--- config.mk ---
export PLATFORM = sky130hd
export DESIGN_NAME = itof
export DESIGN_NICKNAME = d
export VERILOG_FILES = /design/src/rtl/fpu_pkg.sv /design/src/rtl/lzc32.sv /design/src/rtl/itof.sv
export SDC_FILE = /design/constraint.sdc
export NUM_CORES = 1
export LEC_CHECK = 0
export ABC_AREA = 1
export CAP_MARGIN = 20
export CORE_MARGIN = 2
export CORE_UTILIZATION = 50
export CTS_BUF_LIST = sky130_fd_sc_hd__clkbuf_8
export DETAILED_ROUTE_END_ITERATION = 16
export PLACE_DENSITY = 0.73
export SLEW_MARGIN = 10
export SYNTH_ARGS = -nofsm -noshare
export SYNTH_HDL_FRONTEND = slang
export SYNTH_SLANG_ARGS = --single-unit
--- constraint.sdc ---
create_clock -name clk -period 4.2 [get_ports clk]
set_input_delay 0.84 -clock clk [delete_from_list [all_inputs] [get_ports clk]]
set_output_delay 0.84 -clock clk [all_outputs]
set_load 0.05 [all_outputs]
--- src/rtl/fpu_pkg.sv ---
// Shared binary32 constants and field packing used across the FPU blocks
// (itof, ftoi, fadd, fmul).
package fpu_pkg;

  localparam int EXP_BIAS = 127;
  localparam int EXP_W    = 8;
  localparam int FRAC_W   = 23;

  typedef struct packed {
    logic              sign;
    logic [EXP_W-1:0]  exp;
    logic [FRAC_W-1:0] frac;
  } fp32_t;

  // Assemble a binary32 word from its three fields.
  function automatic logic [31:0] fp_pack(input logic              sign,
                                          input logic [EXP_W-1:0]  exp,
                                          input logic [FRAC_W-1:0] frac);
    fp32_t f;
    f.sign = sign;
    f.exp  = exp;
    f.frac = frac;
    return f;
  endfunction

endpackage

--- src/rtl/lzc32.sv ---
// Combinational 32-bit leading-zero counter. For in==0 the count reads 0
// and zero is raised; callers key off zero in that case.
module lzc32 (
  input  logic [31:0] in,
  output logic [4:0]  cnt,
  output logic        zero
);

  // Scan LSB to MSB so the highest set bit determines the count.
  always_comb begin
    cnt = 5'd0;
    for (int i = 0; i < 32; i++) begin
      cnt = in[i] ? 5'(31 - i) : cnt;
    end
    zero = (in == 32'd0);
  end

endmodule

--- src/rtl/itof.sv ---
// Two-stage int32 -> binary32 converter with valid/ready handshake.
// S1: sign/magnitude and leading-zero count. S2: normalise, round to
// nearest-even, pack. d and out_valid come straight from S2 registers.
module itof
  import fpu_pkg::*;
#(
  parameter bit SIGNED = 1'b1
) (
  input  logic        clk,
  input  logic        rst,
  input  logic        in_valid,
  output logic        in_ready,
  input  logic [31:0] s,
  output logic        out_valid,
  input  logic        out_ready,
  output logic [31:0] d
);

  // Exponent of a magnitude whose top set bit is bit 31 (lz == 0).
  localparam logic [EXP_W-1:0] EXP_TOP = EXP_W'(EXP_BIAS + 31);

  logic        v1_r;
  logic        v2_r;
  logic        sign1_r;
  logic        zero1_r;
  logic [31:0] mag1_r;
  logic [4:0]  lz1_r;
  logic [31:0] d_r;

  logic        adv1_s;
  logic        adv2_s;
  logic        sign_s;
  logic [31:0] mag_s;
  logic [4:0]  lz_s;
  logic        zero_s;

  logic [31:0]       norm_s;
  logic [FRAC_W-1:0] frac_s;
  logic              guard_s;
  logic              sticky_s;
  logic              inc_s;
  logic [24:0]       sum_s;
  logic              carry_s;
  logic [EXP_W-1:0]  exp_s;
  logic [FRAC_W-1:0] frac_rnd_s;
  logic [31:0]       result_s;

  // Pipeline advance: a stage moves when it is empty or its successor moves.
  always_comb begin
    adv2_s = !v2_r | out_ready;
    adv1_s = !v1_r | adv2_s;
  end

  assign in_ready  = adv1_s;
  assign out_valid = v2_r;
  assign d         = d_r;

  // S1 front end: sign extraction and two's-complement magnitude.
  // 0x80000000 negates to itself, which is the correct unsigned magnitude.
  always_comb begin
    sign_s = SIGNED & s[31];
    mag_s  = sign_s ? (~s + 32'd1) : s;
  end

  lzc32 u_lzc (
    .in   (mag_s),
    .cnt  (lz_s),
    .zero (zero_s)
  );

  // S2 datapath: normalise, round to nearest-even, pack; zero forces +0.
  always_comb begin
    norm_s     = mag1_r << lz1_r;
    frac_s     = norm_s[30:8];
    guard_s    = norm_s[7];
    sticky_s   = |norm_s[6:0];
    inc_s      = guard_s & (sticky_s | frac_s[0]);
    sum_s      = {1'b0, 1'b1, frac_s} + {24'd0, inc_s};
    carry_s    = sum_s[24];
    exp_s      = EXP_TOP - {3'd0, lz1_r} + {7'd0, carry_s};
    frac_rnd_s = carry_s ? {FRAC_W{1'b0}} : sum_s[22:0];
    if (zero1_r) begin
      result_s = 32'd0;
    end else begin
      result_s = fp_pack(sign1_r, exp_s, frac_rnd_s);
    end
  end

  // S1 register: capture operand analysis whenever the stage can advance.
  always_ff @(posedge clk) begin
    if (rst) begin
      v1_r    <= 1'b0;
      sign1_r <= 1'b0;
      zero1_r <= 1'b0;
      mag1_r  <= 32'd0;
      lz1_r   <= 5'd0;
    end else if (adv1_s) begin
      v1_r <= in_valid;
      if (in_valid) begin
        sign1_r <= sign_s;
        zero1_r <= zero_s;
        mag1_r  <= mag_s;
        lz1_r   <= lz_s;
      end
    end
  end

  // S2 register: holds the result stable while the consumer stalls.
  always_ff @(posedge clk) begin
    if (rst) begin
      v2_r <= 1'b0;
      d_r  <= 32'd0;
    end else if (adv2_s) begin
      v2_r <= v1_r;
      if (v1_r) begin
        d_r <= result_s;
      end
    end
  end

endmodule
## Yosys cells after proc, flatten, opt, wreduce, memory -nomap -nowiden

Index checks and enable logic that the tools add are counted.
Widths: inputs -> output; s select.

- $add $sub $neg: 4
- $mul: 0
- Divide/modulo/power cells: 0
- $lt $le $gt $ge: 0
- Equal/unequal tests: 0
- Shifts and indexed selects: 1
- Muxes and demuxes: 35
- Bitwise logic cells: 5
- Reduce and logical (&&, ||, !) cells: 6

Operators by type and width:

| kind | number |
|---|---|
| $mux 5 | 32 |
| $mux 32 | 2 |
| $add 32x1->32 const B | 1 |
| $logic_not 32->1 | 1 |
| $not 32->32 | 1 |
| $shl 32x5->31 | 1 |
| $add 24x1->25 | 1 |
| $mux 23 | 1 |
| $add 8x1->8 | 1 |
| $sub 8x5->8 const A | 1 |
| $reduce_or 7->1 | 1 |
| $reduce_and 2->1 | 2 |
| $or 1x1->1 | 3 |
| $logic_not 1->1 | 2 |
| $and 1x1->1 | 1 |

- Register bits: 73
- Latch bits: 0
- Memory bits (writable): 0
- Bits in read-only memories: 0
- Input bits: 36
- Output and inout port bits: 34
- Word-level logic and storage cells: 58
- Memories: 0

## Logic depth before layout (Yosys ltp)

Gate-level depths: netlist (run 1).

- Depth after elaboration: 35
- Gate-level depth with buffers: 36

## Hierarchy

A second synthesis (run 1) with hierarchy kept.

- Cells, all modules: 1063
- Area, all modules: 6029.5 sq um

Modules (own cells, without submodules):

| module | instances | cells an instance | area an instance (sq um) | sequential area each (sq um) |
|---|---|---|---|---|
| itof | 1 | 957 | 5560.3 | 1441.4 |
| lzc32 | 1 | 106 | 469.2 | 0.0 |

## Worst setup path after synthesis (run 1)

Ideal clock, no wire load.

- Path kind: flip-flop to flip-flop
- Start point: reg lz1_r[0]
- End point: reg d_r[24] (netlist: d[24])
- Arrival time: 3.557 ns
- Required time: 4.129 ns
- Setup slack: 0.572 ns
- Stages on the path, launching flop included: 27
- Path through: dfxtp_1 -> buf_6 -> buf_6 -> nand2_1 -> o21ai_1 -> nand2_1 -> o21ai_0 -> mux2i_1 -> nand2_1 -> inv_2 -> nand2_1 -> nor2_1 -> ha_1 -> nand3_1 -> nor2_2 -> nand2_1 -> nor3_1 -> nand3_1 -> nor3_1 -> inv_1 -> nor4_1 -> inv_1 -> or2_2 -> ha_1 -> ha_1 -> or2_2 -> a21oi_1

- Word-level cells in the longest chain between the ends: 7
- Elaborated cells between the ends (all ways): 8

RTL lines:

| item | RTL line | source |
|---|---|---|
| from (decl) | itof.sv:27 | `logic [4:0] lz1_r;` |
| from (signal assigned) | itof.sv:103 | `lz1_r <= lz_s;` |
| $shl 32x5->31 | itof.sv:73 | `norm_s = mag1_r << lz1_r;` |
| $reduce_or 7->1 | itof.sv:76 | `sticky_s = \|norm_s[6:0];` |
| $or 1x1->1 | itof.sv:77 | `inc_s = guard_s & (sticky_s \| frac_s[0]);` |
| $and 1x1->1 | itof.sv:77 |  |
| $add 24x1->25 | itof.sv:78 | `sum_s = {1'b0, 1'b1, frac_s} + {24'd0, inc_s};` |
| $add 8x1->8 * | itof.sv:80 | `exp_s = EXP_TOP - {3'd0, lz1_r} + {7'd0, carry_s};` |
| $mux 32 * | itof.sv:82 | `if (zero1_r) begin` |
| to (signal assigned) | itof.sv:116 | `d_r <= result_s;` |
| to (decl) | itof.sv:28 | `logic [31:0] d_r;` |

Mark *: on every way between the ends. The rest lies on a longest branch, timed or not.
A chain may end at the register's enable or synchronous reset.

## Final worst setup path (run 1)

Same ends and word-level chain as after synthesis.

==> metrics.txt, run 1 <==
status complete, no violations; most common cell after layout, fill and taps aside nand2_1; Least-Margin Pin Slew 0.519 ns; endpoint type of the worst setup path flip-flop; DR iter-0 viols around 300; grt ovf 0; root buffer cell clkbuf_8; Syn-to-layout area delta 19.7%; Hold Slack 0.464 ns; H-tree Lvls 3; Reg2Reg Depth 24; routed length per instance 12.0 µm; syn nets between 1000 and 1500; largest area contributor in the netlist dfxtp_1; maximum fanout along the worst path 10; CTS tree yes; asr flop ratio synth 0; final wirelength between 10000 and 15000 µm; vias after detailed routing 5989; Final Cycle Share 0.940; FF+latch area between 1000 and 1500 µm²; IO Pins 70; Cells after Synth around 980; Mapped Area just under 6000 µm²; hold buffer count at CTS 0; largest net degree at the start of global routing 56; clock buffer depth 2; first-pass GRT wire length around 24000 µm; Initial Util 0.513; layout cell share with drive strength beyond 1 0.110; synth top area cells dfxtp_1 (25%), nand2_1 (16%), inv_1 (8.8%); router iterations before antenna repair 5; Layout Nets about 1100; relative slew slack 0.652; vias in the first global route ~5200; placed inst area ~6700 µm²; Port Buffers 69; worst setup path class flip-flop to flip-flop; Max rail drop VDD just under 0.2 mV; worst skew pair latency around 0.36 ns; cell area after layout around 7000 µm²; Setup crit start kind flip-flop; Fillers 1155; final clock skew 0.0112 ns; initial antenna violation count 0; FMAX between 200 and 300 MHz; RSZ-0062 raised after global routing yes; WP data required between 4 and 5 ns; max-slew violations 0; Post-synth EDFFs 0; Hold Violations, Final 0; Power Density about 300 nW/µm²; hpwl dp about 11000 µm; Clock transition at path regs 0.08 ns; Data arrival, critical path 4.25 ns; Final min period 3.95 ns; DRT antenna net count 0; Worst Hold Class flip-flop to flip-flop; max-cap check violation count 0; Synth Area per Inst between 5 and 6 µm²; P_leak 3.26 nW; Final WS setup 0.250 ns; #FFs+latches synth 72; DIE AREA about 13000 µm²; core area roughly 11000 µm²; sequential area share after synthesis 0.246; most frequent cells in the layout nand2_1 (247), inv_1 (138), o21ai_0 (80), a21oi_1 (75), dfxtp_1 (71); Std-Cell Rows 39; die width between 100 and 150 µm; ys flop type dfxtp_1; gr usage total 0.225; residual DRC count 0; Die Span Y roughly 110 µm; gpl congestion roughly 0.96; Ys Warns 0; Avg Vias per Cell a little over 5; Hold Path Depth 2; cts bufs inserted 9; count of final setup violators 0; Yosys top cell area share 0.246; Unique masters post-synth 49; CTS sink count approximately 70; pre-CTS setup slack -0.0707 ns; multi-input combinational cell area around 3700 µm²
[cell families (layout without fill, tap and decap cells)]
group | Yosys count | count (layout) | synth area share
simple gates | 435 | 435 | 0.329
compound gates | 222 | 222 | 0.206
buf+inv | 198 | 263 | 0.137
flops | 72 | 72 | 0.246
xor+xnor | 23 | 23 | 0.0344
mux | 22 | 22 | 0.0376
fa+ha+maj | 4 | 4 | 0.00855
other cells | 0 | 1 | 0
[Yosys cell counts (3+ instances only)]
cell and count:
nand2_1 247, nor3_1 10, clkbuf_1 26, o21ai_1 29, ha_1 4, or2_2 16
nand3_1 47, xnor2_1 5, inv_1 137, nor3_2 4, nand3b_1 3, o211ai_1 9
nand4_1 7, mux2i_1 22, o21ai_0 80, nor2_1 71, nor4_1 7, buf_6 5
xor2_1 18, nor2_2 8, buf_4 3, buf_1 6, buf_2 10, a31oi_1 10
dfxtp_1 72, a21oi_1 75, a22oi_1 3, o21ai_2 6, inv_2 11
[critical path, stage by stage, from the launching register on]
cell and delay [ns]:
dfxtp_4 0.36, buf_6 0.14, nand2_1 0.07, o21ai_1 0.07
nand2_1 0.06, o21ai_1 0.08, mux2i_1 0.18, o21ai_1 0.13
or2_4 0.26, inv_2 0.07, ha_4 0.15, nand3_4 0.09
nor2_4 0.14, nand2_1 0.09, nor3_2 0.12, nand3_1 0.11
nor3_1 0.19, inv_1 0.10, nor4_2 0.25, inv_1 0.08
or2_2 0.28, ha_1 0.20, ha_2 0.25, or2_2 0.29
a21oi_1 0.11
[sequential cells by signal (all words and copies together) (netlist names)]
name	count
out_valid	1
v1_r	1
zero1_r	1
d	32
lz1_r	5
sign1_r	1
mag1_r	31
[power by group]
| group | leakage, nW | switching [mW] | total [mW] | internal (mW) |
|---|---|---|---|---|
| clock | 0.116 | 0.269 | 0.618 | 0.349 |
| sequential | 0.592 | 0.0241 | 0.751 | 0.726 |
| combinational | 2.55 | 0.446 | 0.706 | 0.260 |
| total | 3.26 | 0.739 | 2.07 | 1.33 |
[path summary, 6_finish.rpt]
kind | from | end | slack (ns)
hold reg to reg | d[14] | d[14] | 0.46
setup reg to reg | lz1_r[0] | d[24] | 0.25
setup / recovery | lz1_r[0] | d[24] | 0.25
hold / removal | d[14] | d[14] | 0.46
[layout make-up]
cell class,instances,area share
multi-input combinational,706,0.526
inverter,148,0.0793
clock inverter,6,0.0120
timing repair buffer,99,0.131
sequential,72,0.206
tap,143,0.0255
clock buffer,10,0.0196
antenna,1,0.000357
[per-stage QoR]
stage / std cells / setup TNS [ns] / power, mW / utilization
3_3_place_gp: 1164 / -0.0784 / 1.44 / 0.584
2_1_floorplan: 976 / 0 / 1.26 / -
4_1_cts: 1180 / 0 / 2.06 / 0.603
6_report: 1185 / 0 / 2.07 / 0.614
3_5_place_dp: 1164 / -0.0707 / 1.45 / 0.584
5_1_grt: 1184 / -0.107 / 2.21 / 0.614
[layer usage]
layer / track usage / wire, µm / up-vias / part of all wire
li1: - / - / 3260 / -
met1: 0.294 / 6810 / 2622 / 0.48
met2: 0.388 / 6830 / 87 / 0.48
met3: 0.0346 / 375 / 20 / 0.026
met4: 0.0610 / 263 / 0 / 0.018
met5: 0 / 0 / - / 0
[timing repair]
action,CTS,global route
endpoints found under the setup margin,0,13
resized for setup,0,20
buffers inserted,0,4
No activity file was read; power rests on OpenSTA's default activity.
==> run 2, diff against run 1 <==
--- a/config.mk
+++ b/config.mk
@@ -7,11 +7,12 @@
 export LEC_CHECK = 0
 export ABC_AREA = 1
 export CAP_MARGIN = 20
+export CORE_ASPECT_RATIO = 0.9
 export CORE_MARGIN = 2
-export CORE_UTILIZATION = 50
+export CORE_UTILIZATION = 55
 export CTS_BUF_LIST = sky130_fd_sc_hd__clkbuf_8
 export DETAILED_ROUTE_END_ITERATION = 16
-export PLACE_DENSITY = 0.73
+export PLACE_DENSITY = 0.79
 export SLEW_MARGIN = 10
 export SYNTH_ARGS = -nofsm -noshare
 export SYNTH_HDL_FRONTEND = slang
==> metrics.txt, run 2 (synthesized netlist as in run 1, its figures left out) <==
status complete, no violations (unchanged); P_leak 3.20 nW (was 3.26 nW); endpoint type of the worst setup path flip-flop (unchanged); Syn-to-layout area delta 17.3% (was 19.7%); final wirelength 14400 µm (was 14300 µm); Cell Int Power 1.20 mW (was 1.33 mW); vias after detailed routing 6101 (was 5989); grt ovf 0 (unchanged); hold buffer count at CTS 0 (unchanged); DIE AREA 11500 µm² (was 12600 µm²); initial antenna violation count 0 (unchanged); first-pass GRT wire length 24500 µm (was 23800 µm); diode count 0 (was 1); H-tree Lvls 3 (unchanged); CTS sink count 72 (unchanged); Port Buffers 69 (unchanged); final clock skew 0.00703 ns (was 0.0112 ns); hpwl dp 11000 µm (about the same); pre-CTS setup slack 0.0910 ns (was -0.0707 ns); Die Span Y 102 µm (was 112 µm); count of final setup violators 0 (unchanged); sw frac 0.380 (was 0.356); DRT antenna net count 0 (unchanged); Setup crit start kind flip-flop (unchanged); most common cell after layout, fill and taps aside nand2_1 (unchanged); worst setup path class flip-flop to flip-flop (unchanged); vias in the first global route 5387 (was 5241); clock power share 0.253 (was 0.298); gpl congestion 0.983 (was 0.959); top cell family by delay on the critical path simple AND/OR/NAND/NOR gates (unchanged); router iterations before antenna repair 5 (unchanged); max-cap check violation count 0 (unchanged); Hold Violations, Final 0 (unchanged); FMAX 258 MHz (was 253 MHz); Clock transition at path regs 0.08 ns (about the same); critical path's slowest cell dfxtp_4 (unchanged); final std cells w/o fill 1163 (was 1185); Final WS setup 0.318 ns (was 0.250 ns); Layout Nets 1070 (was 1076); die width 113 µm (was 112 µm); DP Cell Count 1143 (was 1164); residual DRC count 0 (unchanged); total net switching power 0.735 mW (was 0.739 mW); Logic pwr share 0.358 (was 0.340); Std-Cell Rows 35 (was 39); worst skew pair latency 0.37 ns (was 0.36 ns); Final Cycle Share 0.924 (was 0.940); Avg Vias per Cell 5.25 (was 5.05); IO Pins 70 (unchanged); CTS tree yes (unchanged); Largest stage delay, worst path 0.37 ns (was 0.36 ns); multi-input combinational cell area 3650 µm² (was 3690 µm²); clock buffer depth 2 (unchanged); max reg flops 32 (unchanged); DR iter-0 viols 383 (was 298); Worst Hold Class flip-flop to flip-flop (unchanged); sequential share of power 0.389 (was 0.362); layout cell share with drive strength beyond 1 0.103 (was 0.110); Power Density 282 nW/µm² (was 296 nW/µm²); gr usage total 0.257 (was 0.225); Cell Chain, Critical Path buf_6 -> o21ai_2 -> or2_1 -> o21ai_1 -> mux2i_1 -> nand2_1 -> inv_2 -> nand2_1 -> nor2_2 -> ha_2 -> nand3_2 -> nor2_2 -> nand2_2 -> nor3_2 -> nand3_1 -> nor3_2 -> inv_1 -> nor4_2 -> inv_1 -> or2_2 -> ha_1 -> ha_1 -> or2_2 -> a21oi_1 (was buf_6 -> nand2_1 -> o21ai_1 -> nand2_1 -> o21ai_1 -> mux2i_1 -> o21ai_1 -> or2_4 -> inv_2 -> ha_4 -> nand3_4 -> nor2_4 -> nand2_1 -> nor3_2 -> nand3_1 -> nor3_1 -> inv_1 -> nor4_2 -> inv_1 -> or2_2 -> ha_1 -> ha_2 -> or2_2 -> a21oi_1); WP data required 4.50 ns (about the same); Least-Margin Pin Slew 0.579 ns (was 0.519 ns); root buffer cell clkbuf_8 (unchanged); core area 10300 µm² (was 11400 µm²); Initial Util 0.569 (was 0.513); Max rail drop VDD 0.287 mV (was 0.197 mV); Data arrival, critical path 4.18 ns (was 4.25 ns); routed length per instance 12.4 µm (was 12.0 µm); Hold Slack 0.466 ns (was 0.464 ns); largest net degree at the start of global routing 56 (unchanged); relative slew slack 0.612 (was 0.652); cts bufs inserted 9 (unchanged); Final min period 3.88 ns (was 3.95 ns); Fillers 997 (was 1155); max-slew violations 0 (unchanged); buffers and inverters on the worst path 4 (unchanged); maximum fanout along the worst path 10 (unchanged); FF+latch area 1450 µm² (unchanged); most frequent cells in the layout nand2_1 (246), inv_1 (137), o21ai_0 (80), a21oi_1 (75), dfxtp_1 (71) (was nand2_1 (247), inv_1 (138), o21ai_0 (80), a21oi_1 (75), dfxtp_1 (71))
run 2: cell count changes in the layout (fill, tap and decap cells not counted), sizes merged:
cell	delta
bufinv	-2
buf	-6
clkinv	+3
inv	-3
clkinvlp	+1
diode	-1
run 2: per-layer routing:
metal	GRT usage	vias to the layer above	wire, µm
met2	0.403	146	6130
met1	0.364	2686	7330
met4	0.0666	0	205
li1	-	3248	-
met5	0	-	0
met3	0.0540	21	782
run 2: area by class of cell:
| cell class | instances | area share |
|---|---|---|
| Sequential cell | 72 | 0.210 |
| Multi-Input combinational cell | 706 | 0.532 |
| Timing Repair Buffer | 93 | 0.128 |
| Clock inverter | 5 | 0.00492 |
| Tap cell | 129 | 0.0235 |
| Inverter | 148 | 0.0813 |
| Clock buffer | 10 | 0.0200 |
run 2: path summary, 6_finish.rpt:
check | startpoint | cells after the start | slack [ns] | end
min reg2reg | d[2] | 2 | 0.47 | d[2]
min | d[2] | 2 | 0.47 | d[2]
max | lz1_r[0] | 24 | 0.32 | d[24]
max reg2reg | lz1_r[0] | 24 | 0.32 | d[24]
run 2: tightest hold or removal path, stage by stage (launching register included):
cell	delay, ns
dfxtp_1	0.31
nand2_1	0.06
a21oi_1	0.05
run 2: power groups by stage:
stage	logic, mW	clock network [mW]	registers [mW]
4_1_cts	0.667	0.503	0.755
3_3_place_gp	0.661	0	0.771
5_1_grt	0.777	0.528	0.757
2_1_floorplan	0.439	0	0.819
3_5_place_dp	0.664	0	0.771
6_report	0.692	0.489	0.752
run 2: timing repair:
action,CTS,global route
setup endpoints to repair,0,9
gates resized for setup,0,15
setup buffers,0,5
run 2: metrics by stage:
step | util | setup TNS, ns | cell area (µm²) | power (mW)
floorplan | - | 0 | 5850 | 1.26
global placement | 0.641 | 0 | 6600 | 1.43
detailed placement | 0.641 | 0 | 6600 | 1.43
CTS | 0.658 | 0 | 6770 | 1.93
global route | 0.667 | -0.0581 | 6870 | 2.06
finish | 0.667 | 0 | 6870 | 1.93
==> run 3, diff against run 2 <==
--- a/config.mk
+++ b/config.mk
@@ -9,9 +9,10 @@
 export CAP_MARGIN = 20
 export CORE_ASPECT_RATIO = 0.9
 export CORE_MARGIN = 2
-export CORE_UTILIZATION = 55
+export CORE_UTILIZATION = 53
 export CTS_BUF_LIST = sky130_fd_sc_hd__clkbuf_8
 export DETAILED_ROUTE_END_ITERATION = 16
+export HOLD_SLACK_MARGIN = 0.05
 export PLACE_DENSITY = 0.79
 export SLEW_MARGIN = 10
 export SYNTH_ARGS = -nofsm -noshare
==> constraint.sdc (replaced) <==
create_clock -name clk -period 3.5 [get_ports clk]
set_input_delay 0.7 -clock clk [delete_from_list [all_inputs] [get_ports clk]]
set_output_delay 0.7 -clock clk [all_outputs]
set_load 0.05 [all_outputs]
==> metrics.txt, run 3 (synthesized netlist as in run 1, its figures left out) <==
Clock transition at path regs 0.09 ns (was 0.08 ns); H-tree Lvls 3 (unchanged); grt ovf 0 (unchanged); Initial Util 0.541 (was 0.569); Hold Violations, Final 0 (unchanged); r2r setup slk -0.43 ns (was 0.32 ns); DP Cell Count 1272 (was 1143); Setup crit start kind flip-flop (unchanged); endpoint type of the worst setup path flip-flop (unchanged); count of final setup violators 30 (was 0); Largest stage delay, worst path 0.41 ns (was 0.37 ns); Hold Crit Endpoint d[0] (was d[2]); Layout Nets 1249 (was 1070); RR Startpoint lz1_r[0] (unchanged); vias after detailed routing 7504 (was 6101); Reg2Reg Depth 25 (was 24); top cell family by delay on the critical path buffers and inverters (was simple AND/OR/NAND/NOR gates); max-slew violations 0 (unchanged); sequential share of power 0.328 (was 0.389); diode count 0 (unchanged); Final WS setup -0.426 ns (was 0.318 ns); placed inst area 7580 µm² (was 6600 µm²); CTS sink count 72 (unchanged); failing checks negative setup slack; P_leak 4.23 nW (was 3.20 nW); Data arrival, critical path 4.13 ns (was 4.18 ns); relative slew slack 0.570 (was 0.612); final std cells w/o fill 1347 (was 1163); Final min period 3.93 ns (was 3.88 ns); max-cap check violation count 0 (unchanged); most common cell after layout, fill and taps aside nand2_1 (unchanged); IO Pins 70 (unchanged); Hold Path Depth 2 (unchanged); cts bufs inserted 9 (unchanged); Final Cycle Share 1.12 (was 0.924); setup tns final -4.05 ns (was 0 ns); Least-Margin Pin Slew 0.645 ns (was 0.579 ns); initial antenna violation count 0 (unchanged); Power Density 319 nW/µm² (was 282 nW/µm²); status finished, violations left (was complete, no violations); final clock skew 0.00856 ns (was 0.00703 ns); final wirelength 20600 µm (was 14400 µm); FMAX 255 MHz (was 258 MHz); sw frac 0.395 (was 0.380); total net switching power 1.09 mW (was 0.735 mW); Crit path top cell by count buf_4; hold buffer count at CTS 0 (unchanged); CTS tree yes (unchanged); Fillers 720 (was 997); clock buffer depth 2 (unchanged); routed length per instance 15.3 µm (was 12.4 µm); hold path start d[0] (was d[2]); worst setup path class flip-flop to flip-flop (unchanged); router iterations before antenna repair 6 (was 5); residual DRC count 0 (unchanged); worst skew pair latency 0.38 ns (was 0.37 ns); core area 10800 µm² (was 10300 µm²); die width 115 µm (was 113 µm); Avg Vias per Cell 5.57 (was 5.25); cell area after layout 8650 µm² (was 6870 µm²); Max rail drop VDD 0.349 mV (was 0.287 mV); buffers and inverters on the worst path 11 (was 4); gpl congestion 0.932 (was 0.983); RSZ-0062 raised after global routing yes; Std-Cell Rows 36 (was 35); largest net degree at the start of global routing 42 (was 56); vias in the first global route 6592 (was 5387); Cell Int Power 1.67 mW (was 1.20 mW); clock power share 0.221 (was 0.253); DRT antenna net count 0 (unchanged); hpwl dp 12000 µm (was 11000 µm); gr usage total 0.294 (was 0.257); WP data required 3.71 ns (was 4.50 ns); root buffer cell clkbuf_8 (unchanged); layout cell share with drive strength beyond 1 0.277 (was 0.103); critical path's slowest cell dfxtp_4 (unchanged); DR iter-0 viols 678 (was 383); first-pass GRT wire length 29000 µm (was 24500 µm); most frequent cells in the layout nand2_1 (237), buf_4 (190), inv_1 (136), o21ai_0 (76), a21oi_1 (72) (was nand2_1 (246), inv_1 (137), o21ai_0 (80), a21oi_1 (75), dfxtp_1 (71)); maximum fanout along the worst path 7 (was 10); Syn-to-layout area delta 47.8% (was 17.3%); max reg flops 32 (unchanged); Die Span Y 104 µm (was 102 µm); FF-to-FF End d[10] (was d[24]); DIE AREA 11900 µm² (was 11500 µm²); Worst Hold Class flip-flop to flip-flop (unchanged); Logic pwr share 0.451 (was 0.358); Port Buffers 69 (unchanged)
## run 3: how the worst max path moves through the flow
stage                     startpoint  endpoint  depth (start not counted)
after CTS                   lz1_r[0]     d[21]                         30
after global routing        lz1_r[0]     d[10]                         25
after global placement      lz1_r[0]     d[24]                         24
after detailed placement    lz1_r[0]     d[24]                         24
final                       lz1_r[0]     d[10]                         25
after floorplan             lz1_r[0]     d[24]                         25
## run 3: metal layers
layer,up-vias,GRT usage,part of all wire
met5,-,0,0
met4,0,0.108,0.053
met3,107,0.0456,0.081
met2,393,0.488,0.47
met1,3391,0.385,0.40
li1,3613,-,-
## run 3: timing repair
item	in CTS	in global routing
resized for setup	34	80
buffers inserted	43	28
pin swaps	9	32
gates cloned	0	2
endpoints found under the setup margin	12	36
## run 3: area by class of cell
cell class | count | area, µm² | area share
tap | 133 | 166 | 0.0192
clock buffer | 9 | 124 | 0.0143
timing repair inverter | 2 | 17.5 | 0.00203
timing repair buffer | 270 | 2280 | 0.263
multi-input combinational | 706 | 4000 | 0.463
sequential | 72 | 1450 | 0.167
inverter | 148 | 566 | 0.0654
clock inverter | 7 | 50.0 | 0.00579
## run 3: power by group through the flow
stage	Clock (mW)	Combinational, mW	Sequential [mW]
finish	0.609	1.24	0.906
global route	0.641	1.34	0.911
CTS	0.601	1.11	0.902
detailed placement	0	1.02	0.922
global placement	0	1.00	0.922
floorplan	0	0.530	0.983
## run 3: tightest hold or removal path, delay by kind of cell (launching register included)
family	cells	cell delay (ns)
flip-flops	1	0.31
AO/OA/AOI/OAI	1	0.05
AND/OR/NAND/NOR	1	0.06
## run 3: stage by stage
stage | hold slack [ns] | setup WS, ns | total power, mW | utilization
finish | 0.468 | -0.426 | 2.76 | 0.800
global route | 0.488 | -0.676 | 2.89 | 0.800
CTS | 0.469 | -0.156 | 2.62 | 0.760
detailed placement | 0.457 | -0.428 | 1.94 | 0.701
global placement | 0.452 | -0.292 | 1.93 | 0.701
floorplan | 0.438 | -0.0494 | 1.51 | -
